[config.mk]
export PLATFORM = sky130hd
export DESIGN_NAME = hyperram_req_ctrl
export DESIGN_NICKNAME = d
export VERILOG_FILES = /design/src/rtl/hyperram_pkg.sv /design/src/rtl/hyperram_wr_fifo.sv /design/src/rtl/hyperram_req_ctrl.sv
export SDC_FILE = /design/constraint.sdc
export NUM_CORES = 1
export LEC_CHECK = 0
export ABC_AREA = 1
export BUFFER_PORTS_ARGS = -buffer_cell sky130_fd_sc_hd__buf_2
export CAP_MARGIN = 40
export CORE_MARGIN = 2
export CORE_UTILIZATION = 45
export DETAILED_ROUTE_END_ITERATION = 10
export HOLD_SLACK_MARGIN = 0.02
export SYNTH_ARGS = -nofsm -noshare
export SYNTH_HDL_FRONTEND = slang
export SYNTH_SLANG_ARGS = --single-unit
[constraint.sdc]
create_clock -name clk -period 3.1 [get_ports clk]
set_clock_uncertainty 0.05 [all_clocks]
set_input_delay 0.155 -clock clk [delete_from_list [all_inputs] [get_ports clk]]
set_output_delay 0.155 -clock clk [all_outputs]
set_load 0.01 [all_outputs]
[src/rtl/hyperram_pkg.sv]
// Shared types and constants for the HyperRAM request sequencer.
package hyperram_pkg;

  typedef enum logic [2:0] {
    IDLE    = 3'd0,
    FILL    = 3'd1,
    ISSUE   = 3'd2,
    WAIT_RD = 3'd3,
    WAIT_WR = 3'd4,
    GAP     = 3'd5
  } hram_req_state_t;

  localparam int          HRAM_MAX_BURST   = 16;
  localparam logic [2:0]  HRAM_DEF_LATENCY = 3'd6;
  localparam logic [11:0] HRAM_TIMEOUT_MAX = 12'hFFF;

  // Burst length as the bus sees it: zero means one word, anything past the FIFO is capped.
  function automatic logic [7:0] hram_clamp_len(input logic [7:0] len, input logic [7:0] max_len);
    logic [7:0] res;
    if (len == 8'd0) begin
      res = 8'd1;
    end else if (len > max_len) begin
      res = max_len;
    end else begin
      res = len;
    end
    return res;
  endfunction

endpackage

[src/rtl/hyperram_wr_fifo.sv]
// Write-data staging FIFO: 32-bit words, first-word-fall-through head, occupancy count.
module hyperram_wr_fifo
  import hyperram_pkg::*;
#(
  parameter int DEPTH = HRAM_MAX_BURST
) (
  input  logic                     clk,
  input  logic                     rst_n,
  input  logic                     flush,
  input  logic                     push,
  input  logic [31:0]              push_data,
  input  logic                     pop,
  output logic [31:0]              head,
  output logic [$clog2(DEPTH):0]   count,
  output logic                     full,
  output logic                     empty
);

  localparam int            AW       = $clog2(DEPTH);
  localparam logic [AW:0]   FULL_CNT = DEPTH[AW:0];

  logic [31:0]   mem_q [DEPTH];
  logic [AW-1:0] wr_ptr_q, wr_ptr_d;
  logic [AW-1:0] rd_ptr_q, rd_ptr_d;
  logic [AW:0]   count_q, count_d;
  logic          push_ok, pop_ok;

  assign full  = (count_q == FULL_CNT);
  assign empty = (count_q == '0);
  assign count = count_q;
  assign head  = mem_q[rd_ptr_q];

  // Pointer and count update; a push while full and a pop while empty are both ignored.
  always_comb begin
    push_ok  = push && !full;
    pop_ok   = pop && !empty;
    wr_ptr_d = wr_ptr_q + AW'(push_ok);
    rd_ptr_d = rd_ptr_q + AW'(pop_ok);
    count_d  = count_q + (AW + 1)'(push_ok) - (AW + 1)'(pop_ok);
    if (flush) begin
      wr_ptr_d = '0;
      rd_ptr_d = '0;
      count_d  = '0;
    end
  end

  // Pointer/count registers.
  always_ff @(posedge clk or negedge rst_n) begin
    if (!rst_n) begin
      wr_ptr_q <= '0;
      rd_ptr_q <= '0;
      count_q  <= '0;
    end else begin
      wr_ptr_q <= wr_ptr_d;
      rd_ptr_q <= rd_ptr_d;
      count_q  <= count_d;
    end
  end

  // Storage has no reset; the pointers alone define which entries are valid.
  always_ff @(posedge clk) begin
    if (push_ok && !flush) begin
      mem_q[wr_ptr_q] <= push_data;
    end
  end

endmodule

[src/rtl/hyperram_req_ctrl.sv]
// Request sequencer in front of the HyperRAM bus interface: accepts burst requests,
// stages write data, strobes ctrl_cs once per request, counts read beats and enforces
// an idle gap between transactions.
// Optional read/write watchdog: define HRAM_REQ_TIMEOUT_EN.
//
// state   | meaning
// IDLE    | ready for a request
// FILL    | write accepted, waiting for enough words in the FIFO
// ISSUE   | one-cycle ctrl_cs with command fields valid
// WAIT_RD | forwarding returned read words, counting beats
// WAIT_WR | popping write words on ctrl_wr_data_next
// GAP     | done pulse, then GAP_CYCLES idle cycles before IDLE
module hyperram_req_ctrl
  import hyperram_pkg::*;
#(
  parameter int         FIFO_DEPTH  = HRAM_MAX_BURST,
  parameter int         GAP_CYCLES  = 4,
  parameter logic [2:0] DEF_LATENCY = HRAM_DEF_LATENCY
) (
  input  logic        clk,
  input  logic        rst_n,
  input  logic        req_valid,
  output logic        req_ready,
  input  logic        req_write,
  input  logic        req_reg,
  input  logic [31:0] req_addr,
  input  logic [7:0]  req_len,
  input  logic        wdata_valid,
  output logic        wdata_ready,
  input  logic [31:0] wdata,
  output logic        rdata_valid,
  output logic [31:0] rdata,
  output logic        rdata_last,
  output logic        done,
  output logic        err,
  output logic        ctrl_cs,
  output logic        ctrl_rd_sel,
  output logic        ctrl_wr_sel,
  output logic        ctrl_mem_sel,
  output logic        ctrl_reg_sel,
  output logic [7:0]  ctrl_num_words,
  output logic [2:0]  ctrl_latency,
  output logic [31:0] ctrl_addr_in,
  output logic [31:0] ctrl_wr_data_in,
  input  logic        ctrl_wr_data_next,
  input  logic [31:0] ctrl_rd_data_out,
  input  logic        ctrl_rd_data_valid
);

  localparam int         CW       = $clog2(FIFO_DEPTH) + 1;
  localparam logic [7:0] MAX_LEN  = 8'(FIFO_DEPTH);
  localparam logic [3:0] GAP_LOAD = 4'(GAP_CYCLES);

  hram_req_state_t state_q, state_d;

  logic [7:0]  len_q, len_d;
  logic        write_q, write_d;
  logic        reg_q, reg_d;
  logic [31:0] addr_q, addr_d;
  logic [7:0]  beat_q, beat_d;
  logic [3:0]  gap_q, gap_d;

  logic        cmd_rd_q, cmd_rd_d;
  logic        cmd_wr_q, cmd_wr_d;
  logic        cmd_mem_q, cmd_mem_d;
  logic        cmd_reg_q, cmd_reg_d;
  logic [7:0]  cmd_words_q, cmd_words_d;
  logic [2:0]  cmd_lat_q, cmd_lat_d;
  logic [31:0] cmd_addr_q, cmd_addr_d;

  logic [31:0] rdata_q, rdata_d;
  logic        rdata_valid_q, rdata_valid_d;
  logic        rdata_last_q, rdata_last_d;
  logic        done_q, done_d;
  logic        underrun_q, underrun_d;

  logic        load_cmd;
  logic        beat_seen;

  logic          fifo_pop, fifo_flush;
  logic [31:0]   fifo_head;
  logic [CW-1:0] fifo_count;
  logic          fifo_full, fifo_empty;

`ifdef HRAM_REQ_TIMEOUT_EN
  logic [11:0] wd_q, wd_d;
  logic        err_q, err_d;
`endif

  hyperram_wr_fifo #(
    .DEPTH(FIFO_DEPTH)
  ) u_wr_fifo (
    .clk      (clk),
    .rst_n    (rst_n),
    .flush    (fifo_flush),
    .push     (wdata_valid),
    .push_data(wdata),
    .pop      (fifo_pop),
    .head     (fifo_head),
    .count    (fifo_count),
    .full     (fifo_full),
    .empty    (fifo_empty)
  );

  assign req_ready       = (state_q == IDLE);
  assign wdata_ready     = !fifo_full;
  assign ctrl_cs         = (state_q == ISSUE);
  assign ctrl_rd_sel     = cmd_rd_q;
  assign ctrl_wr_sel     = cmd_wr_q;
  assign ctrl_mem_sel    = cmd_mem_q;
  assign ctrl_reg_sel    = cmd_reg_q;
  assign ctrl_num_words  = cmd_words_q;
  assign ctrl_latency    = cmd_lat_q;
  assign ctrl_addr_in    = cmd_addr_q;
  // Stale storage is never shown on the bus; an empty FIFO presents zero.
  assign ctrl_wr_data_in = fifo_empty ? 32'd0 : fifo_head;
  assign rdata           = rdata_q;
  assign rdata_valid     = rdata_valid_q;
  assign rdata_last      = rdata_last_q;
  assign done            = done_q;
`ifdef HRAM_REQ_TIMEOUT_EN
  assign err             = err_q;
`else
  assign err             = 1'b0;
`endif

  // Next-state and datapath logic for the request sequencer.
  always_comb begin
    state_d       = state_q;
    len_d         = len_q;
    write_d       = write_q;
    reg_d         = reg_q;
    addr_d        = addr_q;
    beat_d        = beat_q;
    gap_d         = gap_q;
    cmd_rd_d      = cmd_rd_q;
    cmd_wr_d      = cmd_wr_q;
    cmd_mem_d     = cmd_mem_q;
    cmd_reg_d     = cmd_reg_q;
    cmd_words_d   = cmd_words_q;
    cmd_lat_d     = cmd_lat_q;
    cmd_addr_d    = cmd_addr_q;
    rdata_d       = rdata_q;
    rdata_valid_d = 1'b0;
    rdata_last_d  = 1'b0;
    done_d        = 1'b0;
    underrun_d    = underrun_q;
    fifo_pop      = 1'b0;
    fifo_flush    = 1'b0;
    load_cmd      = 1'b0;
    beat_seen     = 1'b0;
`ifdef HRAM_REQ_TIMEOUT_EN
    wd_d          = wd_q;
    err_d         = 1'b0;
`endif

    case (state_q)
      IDLE: begin
        if (req_valid) begin
          write_d  = req_write;
          reg_d    = req_reg;
          addr_d   = req_addr;
          len_d    = (req_write && req_reg) ? 8'd1 : hram_clamp_len(req_len, MAX_LEN);
          state_d  = req_write ? FILL : ISSUE;
          load_cmd = !req_write;
        end
      end
      FILL: begin
        if (8'(fifo_count) >= len_q) begin
          state_d  = ISSUE;
          load_cmd = 1'b1;
        end
      end
      ISSUE: begin
        beat_d  = len_q;
        state_d = write_q ? WAIT_WR : WAIT_RD;
`ifdef HRAM_REQ_TIMEOUT_EN
        wd_d    = '0;
`endif
      end
      WAIT_RD: begin
        if (ctrl_rd_data_valid) begin
          beat_seen     = 1'b1;
          rdata_valid_d = 1'b1;
          rdata_d       = ctrl_rd_data_out;
          if (beat_q == 8'd1) begin
            rdata_last_d = 1'b1;
            done_d       = 1'b1;
            gap_d        = GAP_LOAD;
            state_d      = GAP;
          end else begin
            beat_d = beat_q - 8'd1;
          end
        end
      end
      WAIT_WR: begin
        if (ctrl_wr_data_next) begin
          if (fifo_empty) begin
            underrun_d = 1'b1;
          end else begin
            beat_seen = 1'b1;
            fifo_pop  = 1'b1;
            if (beat_q == 8'd1) begin
              done_d  = 1'b1;
              gap_d   = GAP_LOAD;
              state_d = GAP;
            end else begin
              beat_d = beat_q - 8'd1;
            end
          end
        end
      end
      GAP: begin
        // The done cycle plus GAP_CYCLES quiet cycles precede the return to IDLE.
        if (gap_q == 4'd0) begin
          state_d = IDLE;
        end else begin
          gap_d = gap_q - 4'd1;
        end
      end
      default: state_d = IDLE;
    endcase

`ifdef HRAM_REQ_TIMEOUT_EN
    if (state_q == WAIT_RD || state_q == WAIT_WR) begin
      if (beat_seen) begin
        wd_d = '0;
      end else if (wd_q == HRAM_TIMEOUT_MAX) begin
        err_d      = 1'b1;
        fifo_flush = 1'b1;
        gap_d      = GAP_LOAD;
        state_d    = GAP;
      end else begin
        wd_d = wd_q + 12'd1;
      end
    end
`endif

    // Command fields are captured on the way into ISSUE and held until the next one.
    if (load_cmd) begin
      cmd_rd_d    = !write_d;
      cmd_wr_d    = write_d;
      cmd_reg_d   = reg_d;
      cmd_mem_d   = !reg_d;
      cmd_words_d = len_d;
      cmd_lat_d   = DEF_LATENCY;
      cmd_addr_d  = addr_d;
    end
  end

  // State and datapath registers.
  always_ff @(posedge clk or negedge rst_n) begin
    if (!rst_n) begin
      state_q       <= IDLE;
      len_q         <= '0;
      write_q       <= 1'b0;
      reg_q         <= 1'b0;
      addr_q        <= '0;
      beat_q        <= '0;
      gap_q         <= '0;
      cmd_rd_q      <= 1'b0;
      cmd_wr_q      <= 1'b0;
      cmd_mem_q     <= 1'b0;
      cmd_reg_q     <= 1'b0;
      cmd_words_q   <= '0;
      cmd_lat_q     <= '0;
      cmd_addr_q    <= '0;
      rdata_q       <= '0;
      rdata_valid_q <= 1'b0;
      rdata_last_q  <= 1'b0;
      done_q        <= 1'b0;
      underrun_q    <= 1'b0;
    end else begin
      state_q       <= state_d;
      len_q         <= len_d;
      write_q       <= write_d;
      reg_q         <= reg_d;
      addr_q        <= addr_d;
      beat_q        <= beat_d;
      gap_q         <= gap_d;
      cmd_rd_q      <= cmd_rd_d;
      cmd_wr_q      <= cmd_wr_d;
      cmd_mem_q     <= cmd_mem_d;
      cmd_reg_q     <= cmd_reg_d;
      cmd_words_q   <= cmd_words_d;
      cmd_lat_q     <= cmd_lat_d;
      cmd_addr_q    <= cmd_addr_d;
      rdata_q       <= rdata_d;
      rdata_valid_q <= rdata_valid_d;
      rdata_last_q  <= rdata_last_d;
      done_q        <= done_d;
      underrun_q    <= underrun_d;
    end
  end

`ifdef HRAM_REQ_TIMEOUT_EN
  // Watchdog counter and error pulse.
  always_ff @(posedge clk or negedge rst_n) begin
    if (!rst_n) begin
      wd_q  <= '0;
      err_q <= 1'b0;
    end else begin
      wd_q  <= wd_d;
      err_q <= err_d;
    end
  end
`endif

endmodule

==> flow_summary.json <==
{
  "htree_levels": 3,
  "synth-seq-cells": 662,
  "ff2ff_path_depth": 15,
  "outcome": "finished clean",
  "r2r-end": "u_wr_fifo.count[4]$_DFF_PN0_",
  "crit_cells": 9,
  "fmax_mhz": 342.1,
  "crit_family": "buffers and inverters",
  "p_comb_share_pct": 35.3,
  "grt_pass1_wl_mm": 106.6,
  "drive_gt1_share_pct": 15.14,
  "busiest_layer": "met2",
  "cp.arrival_ns": 2.72,
  "clkLatencyLatePin_ns": 0.60,
  "portBuffers": 227,
  "worst_path_max_delay_cell": "dfrtp_4",
  "met2_usage_pct": 36.62,
  "clk_pin_slew_ns": 0.06,
  "core-area_um2": 59350,
  "start_kind": "register",
  "endpoint_kind": "output port",
  "yosys.area.top_type_share_pct": 56.69,
  "worstSetupEndpoint": "ctrl_wr_data_in[0]",
  "grt_max_degree": 93,
  "min_period_over_period_pct": 94.30,
  "hold_viol_final": 0,
  "rrSetupSlack_ns": 0.42,
  "drtPass1Iterations": 5,
  "start_util_pct": 45.69,
  "p_per_area_nw_per_um2": 938.3,
  "cts_setup_buffers": 0,
  "use_met1_pct": 29.38,
  "p_sw_share_pct": 36.76,
  "p_switching_mw": 11.33,
  "ctsRootBufferMaster": "clkbuf_16",
  "r2r-start": "u_wr_fifo.count[3]$_DFF_PN0_",
  "cpPeakStageDelay_ns": 0.64,
  "nets": 2944,
  "cts_made_buffers": 71,
  "critPathRequiredTime_ns": 2.89,
  "drc": 0,
  "worstMarginPinSlew_ns": 0.8337,
  "die_w_um": 249.5,
  "synth_area_um2": 27120,
  "seqPwrFrac_pct": 38.1,
  "final-setup-viol-count": 0,
  "drtIter0Drc": 1536,
  "rsz0062_at_grt": "no",
  "grt_use_met3_pct": 3.536,
  "ys_warn_count": 0,
  "antenna_found_initial": 2,
  "via_count": 19150,
  "maxCapViolations": 0,
  "dieArea_um2": 62250,
  "vdd_drop_max_v": 0.0009566,
  "async_flop_share_pct": 22.66,
  "worstPathCellList": "inv_6 -> buf_4 -> nand2_1 -> nand3_1 -> nand3_1 -> nand2_1 -> nand2_1 -> a21oi_1 -> buf_2",
  "min_path_type": "in -> reg",
  "rows": 89,
  "area_growth_pct": 21.13,
  "drt_wl_total_mm": 68.45,
  "synth_top_cell_by_area": "edfxtp_1",
  "critPathBufInv": 3,
  "setup_tns_ns": 0,
  "final_cells": 3641,
  "gr-total-overflow": 0,
  "synth_cell_types": 36,
  "die_y_um": 249.5,
  "period_needed_ns": 2.923,
  "synth_flop_cell": "edfxtp_1",
  "ios": 230,
  "seq_area_frac_synth_pct": 70.53,
  "grt_pass1_vias": 18760,
  "ant_nets": 0,
  "crit_type": "reg -> out",
  "cts_tree": "yes",
  "dp.cells": 3399,
  "grt_usage_pct": 21.88,
  "gp_congestion": 0.8106,
  "synth_edf_count": 512,
  "syn_inst": 2478,
  "cp-startpoint": "u_wr_fifo.rd_ptr_q[0]$_DFF_PN0_",
  "p_int_mw": 19.49,
  "cts_buffer_depth": 3,
  "worst_slew_margin_rel_pct": 44.42,
  "critical_path.most_common_cell": "nand2_1",
  "path_max_fanout": 33,
  "synth_area_per_cell_um2": 10.94,
  "slew_viol_final": 0,
  "clock-sinks": 662,
  "dp_hpwl_mm": 37.52,
  "clockPowerShare_pct": 26.6,
  "wl_per_cell_um": 18.80,
  "synth_area_leaders": "edfxtp_1 (57%), dfrtp_1 (14%), nand2_1 (14%)",
  "detail_route.vias_per_cell": 5.258,
  "leakagePower_nw": 13.58
}
-- worst min-delay path, cell delays in order --
cell and delay, ns:
buf_2 0.09, nor2_1 0.04, nand2_1 0.07, nor2_1 0.05
nor2_1 0.08, a21boi_1 0.09, nand2_1 0.06, nand2_1 0.04
-- worst min-delay path by stage --
stage,from,end,cells past startpoint
2_1_floorplan,rst_n,addr_q[0]$_DFF_PN0_,0
3_3_place_gp,rst_n,rdata[26]$_DFFE_PN0P_,1
4_1_cts,wdata_valid,u_wr_fifo.wr_ptr_q[0]$_DFF_PN0_,4
5_1_grt,wdata_valid,u_wr_fifo.count[0]$_DFF_PN0_,4
3_5_place_dp,rst_n,rdata[27]$_DFFE_PN0P_,1
6_report,req_len[5],ctrl_num_words[0]$_DFFE_PN0P_,8
-- state kept, by name, summed over array words and instances, names as in the netlist, 3 cells and up --
| register | cells |
|---|---|
| len_q | 8 |
| u_wr_fifo.mem_q | 512 |
| rdata | 32 |
| u_wr_fifo.rd_ptr_q | 4 |
| ctrl_addr_in | 32 |
| beat_q | 8 |
| u_wr_fifo.count | 5 |
| ctrl_num_words | 8 |
| u_wr_fifo.wr_ptr_q | 4 |
| addr_q | 32 |
| gap_q | 4 |
| state_q | 3 |
-- cell usage after synthesis (3+ instances only) --
library cell / n
nand2_1: 990
edfxtp_1: 512
nand3_1: 449
dfrtp_1: 150
buf_2: 78
inv_1: 55
nor2_1: 50
a21oi_1: 41
clkbuf_1: 28
o21ai_0: 20
buf_1: 19
ha_1: 18
buf_4: 11
xor2_1: 8
nand2_2: 7
inv_2: 5
nand4_1: 4
nor2_2: 4
o21ai_2: 4
nand3b_1: 3
-- layout by cell type (no fill, tap or decap), drive strengths merged --
cell type and count:
nor3 2, nand3b 3, o211ai 1, o21ai 25, nand4 4, clkinv 22, dfrtp 150, bufinv 5
or2 2, a21boi 1, a21oi 41, ha 18, xor2 8, inv 64, o21bai 1, clkbuf 96
nor2 56, fa 1, nand3 452, diode 2, o22ai 1, clkinvlp 1, edfxtp 512, conb 2
buf 285, nand2 999, dlygate4sd3 114
-- what timing repair did --
action,CTS,global route
endpoints found under the hold margin,710,0
resized for setup,0,0
endpoints found under the setup margin,0,0
hold buffers,114,0
-- per-stage QoR --
step / total power [mW] / setup slack, ns / utilization [%] / hold WS, ns / cell area (um^2)
final: 30.83 / 0.1766 / 55.35 / 0.06159 / 32850
after global routing: 32.79 / 0.01091 / 55.35 / 0.08853 / 32850
after CTS: 31.09 / 0.1552 / 55.34 / 0.02470 / 32850
after detailed placement: 22.71 / 0.4246 / 49.66 / 0.2327 / 29480
after global placement: 22.50 / 0.4736 / 49.66 / 0.2255 / 29480
after floorplan: 18.74 / 0.1743 / - / -0.1906 / 27120
-- routing by layer --
layer	wire (um)	vias to the layer above	part of all wire, %
met2	32640	623	48
met5	13	-	0.019
li1	-	9079	-
met3	4182	117	6.1
met4	1586	2	2.3
met1	30030	9325	44
-- power groups by stage --
stage          logic [mW]  clock network [mW]  registers (mW)
6_report             10.9                8.20            11.8
2_1_floorplan        6.81                   0            11.9
3_5_place_dp         10.8                   0            11.9
5_1_grt              12.2                8.73            11.9
4_1_cts              11.0                8.37            11.7
3_3_place_gp         10.6                   0            11.9
-- cell families after synthesis --
kind of cell             after synthesis  synth area share [%]
adder cells (fa/ha/maj)               19                0.9043
AND/OR/NAND/NOR                     1518                 23.52
flip-flops                           662                 70.53
buffers and inverters                200                 3.354
XOR/XNOR                               8                0.2584
AO/OA/AOI/OAI                         70                 1.421
other                                  1               0.01383
-- layout make-up --
cell class                      count  area, um^2
Antenna cell                        2       5.005
Multi-Input combinational cell   1617        7211
Clock inverter                     30       284.0
Inverter                           62       245.2
Fill cell                        5045       26500
Tap cell                          773       967.2
Clock buffer                       96        1944
Sequential cell                   662       19140
Timing Repair Buffer              399        3057
No activity file was read; power rests on OpenSTA's default activity.
